===== config.mk =====
export PLATFORM = sky130hd
export DESIGN_NAME = psa_reduce_ctrl
export DESIGN_NICKNAME = d
export VERILOG_FILES = /design/src/rtl/psa_reduce_ctrl.sv
export SDC_FILE = /design/constraint.sdc
export NUM_CORES = 1
export LEC_CHECK = 0
export CAP_MARGIN = 5
export CORE_MARGIN = 1.5
export CORE_UTILIZATION = 50
export CTS_CLUSTER_DIAMETER = 30
export CTS_CLUSTER_SIZE = 10
export DETAILED_ROUTE_END_ITERATION = 10
export PLACE_DENSITY = 0.85
export SLEW_MARGIN = 20
export SYNTH_ARGS = -nofsm -noshare
export SYNTH_HDL_FRONTEND = slang
export SYNTH_SLANG_ARGS = --single-unit
export TNS_END_PERCENT = 100

===== constraint.sdc =====
create_clock -name clk -period 6.7 [get_ports clk]
set_input_delay 0.67 -clock clk [delete_from_list [all_inputs] [get_ports clk]]
set_output_delay 0.67 -clock clk [all_outputs]
set_load 0.05 [all_outputs]

===== src/rtl/psa_reduce_ctrl.sv =====
// Sequencer that streams a block of memory words through a shared parallel
// sub-word adder and folds them into one 16-bit accumulator, one word per cycle.
module psa_reduce_ctrl #(
    parameter int ADDR_W = 16,
    parameter int CNT_W  = 8
) (
    input  logic              clk,
    input  logic              rst,
    input  logic              start,
    input  logic              abort,
    input  logic              mode,
    input  logic [ADDR_W-1:0] base_addr,
    input  logic [CNT_W-1:0]  count,
    output logic              busy,
    output logic              done,
    output logic [15:0]       result,
    output logic [ADDR_W-1:0] mem_addr,
    output logic              mem_re,
    input  logic [15:0]       mem_rdata,
    output logic [15:0]       psa_a,
    output logic [15:0]       psa_b,
    output logic              psa_opcode,
    input  logic [15:0]       psa_sum
);

    typedef enum logic [1:0] {IDLE, RUN, DRAIN, FIN} state_t;

    state_t            state;
    logic [ADDR_W-1:0] addr;
    logic [CNT_W-1:0]  cnt_q;
    logic [CNT_W-1:0]  issued;
    logic              mode_q;
    logic [15:0]       acc;
    logic              rvalid;   // mem_rdata carries a requested word this cycle

    assign psa_a      = acc;
    assign psa_b      = mem_rdata;
    assign psa_opcode = mode_q;

    always_ff @(posedge clk) begin
        if (rst) begin
            state    <= IDLE;
            busy     <= 1'b0;
            done     <= 1'b0;
            result   <= '0;
            mem_re   <= 1'b0;
            mem_addr <= '0;
            addr     <= '0;
            cnt_q    <= '0;
            issued   <= '0;
            mode_q   <= 1'b0;
            acc      <= '0;
            rvalid   <= 1'b0;
        end else begin
            // NOTE: defaults first; a later non-blocking assignment in the same
            // cycle overrides them, which keeps done a one-cycle pulse.
            done   <= 1'b0;
            rvalid <= mem_re;
            unique case (state)
                IDLE: begin
                    if (start) begin
                        acc <= '0;
                        if (count != '0) begin
                            state    <= RUN;
                            busy     <= 1'b1;
                            mode_q   <= mode;
                            cnt_q    <= count;
                            mem_re   <= 1'b1;
                            mem_addr <= base_addr;
                            addr     <= base_addr + 1'b1;
                            issued   <= CNT_W'(1);
                        end else begin
                            state  <= FIN;
                            done   <= 1'b1;
                            result <= '0;
                        end
                    end
                end
                RUN: begin
                    if (abort) begin
                        state  <= IDLE;
                        busy   <= 1'b0;
                        mem_re <= 1'b0;
                        rvalid <= 1'b0;
                    end else begin
                        if (rvalid) acc <= psa_sum;
                        if (issued == cnt_q) begin
                            state  <= DRAIN;
                            mem_re <= 1'b0;
                        end else begin
                            mem_addr <= addr;
                            addr     <= addr + 1'b1;
                            issued   <= issued + 1'b1;
                        end
                    end
                end
                DRAIN: begin
                    if (abort) begin
                        state  <= IDLE;
                        busy   <= 1'b0;
                        rvalid <= 1'b0;
                    end else begin
                        // Last word arrives now; publish it together with done.
                        acc    <= psa_sum;
                        result <= psa_sum;
                        done   <= 1'b1;
                        busy   <= 1'b0;
                        state  <= FIN;
                    end
                end
                FIN: state <= IDLE;
                default: state <= IDLE;
            endcase
        end
    end

endmodule


After elaboration in Yosys (flattened, before gate mapping)
Index checks and enable logic that the tools add are counted.
{"block": "classes", "add_sub_neg": 3, "eq_ne": 13, "mux": 42, "n_reduce_logical": 13}
{"cell": "16-bit two-way mux", "n": 14}
{"cell": "16-bit one-hot mux with 2 select lines", "n": 3}
{"cell": "16-bit one-hot mux with 3 select lines", "n": 1}
{"cell": "16-bit by 1-bit adder with 16-bit output, second input constant", "n": 2}
{"cell": "8-bit two-way mux", "n": 4}
{"cell": "2-bit != test, second input constant", "n": 8}
{"cell": "8-bit one-hot mux with 2 select lines", "n": 1}
{"cell": "4-bit AND reduction", "n": 3}
{"cell": "1-bit two-way mux", "n": 10}
{"cell": "2-bit two-way mux", "n": 5}
{"cell": "5-bit AND reduction", "n": 2}
{"cell": "8-bit by 1-bit adder with 8-bit output, second input constant", "n": 1}
{"cell": "8-bit == test", "n": 1}
{"cell": "2-bit one-hot mux with 4 select lines", "n": 1}
{"cell": "8-bit nonzero test", "n": 1}
{"cell": "2-bit == test, second input constant", "n": 2}
{"cell": "1-bit one-hot mux with 2 select lines", "n": 2}
{"cell": "2-bit nonzero test", "n": 2}
{"cell": "3-bit != test, second input constant", "n": 1}
{"cell": "1-bit one-hot mux with 3 select lines", "n": 1}
{"cell": "3-bit AND reduction", "n": 1}
{"cell": "3-bit nonzero test", "n": 1}
{"cell": "2-bit by 1-bit == test with 1-bit output, second input constant", "n": 1}
{"cell": "2-bit logical NOT", "n": 1}
{"cell": "2 further kinds", "n": 2}
{"block": "word_totals", "ff_bits": 87, "inputBits": 61, "out_inout_bits": 68, "elab_cells": 83}

Depth between registers and ports, before layout
{"block": "depth", "word_depth": 4, "mapped_depth": 11, "mapped_depth_nobuf": 8}

Worst setup path before layout
No wires, ideal clock.
{"block": "synth_timing", "path_type": "register -> register", "start": "register state[1]", "end": "register addr[15]", "setup_time_ns": 0.074, "t_arrival_ns": 2.407, "required_time_ns": 6.626, "path_slack_ns": 4.219, "stages_incl_launch_ff": 9, "n_path_buf": 1, "period_less_slack_ns": 2.481, "path_cell_list": "dfxtp_1 > inv_1 > ha_1 > buf_6 > nand4b_1 > a222oi_1 > nand3_2 > or4_1 > a31oi_1"}
{"block": "synth_between", "elab_chain_len": 3, "elab_cells_between_ends": 9, "cone_classes": "5 x eq/ne; 1 x mux; 3 x reduce/logical"}
{"item": "start: declaration", "line": "28", "text": "state_t state;"}
{"item": "start signal: assignment", "line": "42", "text": "state <= IDLE;"}
{"item": "start signal: assignment", "line": "64", "text": "state <= RUN;"}
{"item": "start signal: assignment", "line": "73", "text": "state <= FIN;"}
{"item": "2-bit by 1-bit == test with 1-bit output / 2-bit logical NOT (equally long branches)", "line": "59", "text": "unique case (state)"}
{"item": "2-bit != test (no line) / 2-bit nonzero test (equally long branches)"}
{"item": "5-bit AND reduction (no line)"}
{"item": "end signal: assignment", "line": "70", "text": "addr <= base_addr + 1'b1;"}
{"item": "end signal: assignment", "line": "92", "text": "addr <= addr + 1'b1;"}
{"item": "end: declaration", "line": "29", "text": "logic [ADDR_W-1:0] addr;"}
Several ways; a longest one is shown, not always the timed one.
A chain may end at the register's enable or synchronous reset.

Worst setup path in the final report
{"block": "layout_timing", "start": "register state[1]", "end": "register addr[8]"}
The elaborated chain is that of the path after synthesis.

==> metrics.txt <==
CORE AREA 8130 um^2; P_sw 1.08 mW; clock root buffer master clkbuf_8; dominant synthesized flop cell dfxtp_1; WL final 10400 um; Initial DRT Pass Iterations 5; DIE AREA 8890 um^2; Avg Cell Area, Syn 8.27 um^2; Hold Path Stages 2; RSZ-0062 raised after global routing false; Seq pwr share 0.319; Worst setup SP type flop; asr flop ratio synth 0; setup bufs post-CTS 0; Gate power share 0.508; CTS Buf Count 9; post-synthesis register bit count 87; final setup violation count 0; CP Capture Type flop; Die Span Y 94.3 um; IO buf count 96; Ys Warns 0; Post-Syn Nets 570; Remaining DRCs 0; non-filler cells, final 672; TritonCTS clock tree built; I/O pin cnt 129; switching share of power 0.462; Worst Tran Pin Value 1.01 ns; worst hold path class flop to flop; NumNets Final 629; post-synthesis cell count 504; Period minus WS final 3.62 ns; Hold Violations, Final 0; crit share post-route 0.540; Fmax 277 MHz; Synth cell types 51; pre-CTS WS 3.20 ns; Internal Power 1.25 mW; leading post-synthesis cells by cell area dfxtp_1 42%, nand2_1 5.2%, nor2_1 5.2%; post-CTS resize count 0; clk_skew 0.0112 ns; layout cells sized above 1 0.0529; Slew headroom 0.329; Max-Cap Viols 0; routability congestion estimate 0.835; CP arrival 3.89 ns; clock power share 0.173; Yosys top cell area share 0.418; leakage 1.83 nW; most frequent cell after synthesis dfxtp_1; initial drt markers 305; Critical Path Fanout Max 47; synthesized area 4170 um^2; Site Rows 33; gr usage total 0.232; post-DR wirelength/cell 15.4 um; antenna violations before repair 0; Synth area leader dfxtp_1; Starting Density 0.513; Post-synth EDFFs 0; Crit Path Category flop to flop; hold_buf cts 0; clk_lat worst skew 0.36 ns; clock slew at reported path FFs 0.09 ns; Area growth syn-to-layout 26.0%; Max clock buf depth 2; vias in the first global route 3645; first-pass GRT wire length 16600 um; Congestion Overflow GR 0; outcome completed; worst r2r path cells 10; Peak VDD IR 332 uV; Post-synth top cells 87 x dfxtp_1, 58 x nand2_1, 58 x nor2_1; placed cells 657; vias post-DR 3865; die span in x 94.3 um; HPWL after DPL 7090 um; H-tree depth 3; CTS Sinks 87; Sum Neg Setup Slack 0 ns; Post-Route Utilization 0.646; Final WS setup 3.08 ns; Via density 5.75; max-slew violation count 0; Crit path required time 6.98 ns; Antenna Cells 0; Routed Antenna Nets 0; Seq/Total Area, Yosys 0.418; largest net degree at the start of global routing 88; Power Dens Cells 444 nW/um^2; Final Power 2.33 mW
## per-stage QoR
stage	instance area, um^2	hold slack (ns)
after global placement	5030	0.438
after detailed placement	5030	0.445
after CTS	5250	0.458
after floorplan	4170	0.432
after global routing	5250	0.486
final	5250	0.453
## layer usage
metal / track usage / vias to the layer above / wire, um
li1: - / 1903 / -
met1: 0.295 / 1811 / 4390
met2: 0.394 / 127 / 5260
met3: 0.0340 / 24 / 534
met4: 0.0896 / 0 / 174
met5: 0 / - / 0
## placed cells by master, fill, tap and decap left out, types with 11 or more instances in the layout
master           instances
xnor2_1                 11
a22oi_1                 18
dfxtp_1                 87
o21ai_0                 15
a211oi_1                14
nand2_1                 58
mux2i_1                 18
nand3_1                 31
nor2_1                  58
clkdlybuf4s50_1         95
a21oi_1                 40
## area by class of cell
class / count / area [um^2]
clock buffer: 9 / 124
clock inverter: 6 / 92.6
fill: 671 / 2880
inverter: 4 / 15.0
multi-input combinational: 361 / 2160
sequential: 87 / 1740
tap: 105 / 131
timing repair buffer: 100 / 986
## registers in the layout (all words and copies together), names as in the netlist
name        flops
busy            1
rvalid          1
mem_re          1
state           2
addr           16
issued          8
result         16
mem_addr       16
psa_opcode      1
done            1
psa_a          16
cnt_q           8
## power by group through the flow
stage	Combinational, mW	Clock, mW	Sequential (mW)
detailed placement	1.17	0	0.755
global placement	1.14	0	0.748
CTS	1.18	0.406	0.743
finish	1.18	0.404	0.744
global route	1.28	0.429	0.762
floorplan	0.686	0	0.954
## path summary, 6_finish.rpt
kind,startpoint,to,slack (ns)
setup / recovery,state[1],addr[8],3.08
hold / removal,psa_a[2],psa_a[2],0.45
hold reg to reg,psa_a[2],psa_a[2],0.45
setup reg to reg,state[1],addr[8],3.08
## cells by family (layout without fill, tap and decap cells)
group	count (synthesis)	after routing	share of synthesized area
multiplexers	19	19	0.0459
flip-flops	87	87	0.418
buffers and inverters	56	119	0.0672
adder cells (fa/ha/maj)	5	5	0.0150
XOR/XNOR	13	13	0.0273
AO/OA/AOI/OAI	119	119	0.182
AND/OR/NAND/NOR	205	205	0.245
## critical path, stage by stage (launching register included)
cell and delay, ns:
dfxtp_1 0.34, inv_1 0.09, ha_2 0.30, buf_4 0.47
clkinv_1 0.59, nor2_1 0.35, o21a_1 0.23, o21ai_2 0.06
buf_4 0.23, or4b_2 0.66, a41oi_1 0.19
(Power assumes the default switching activity.)
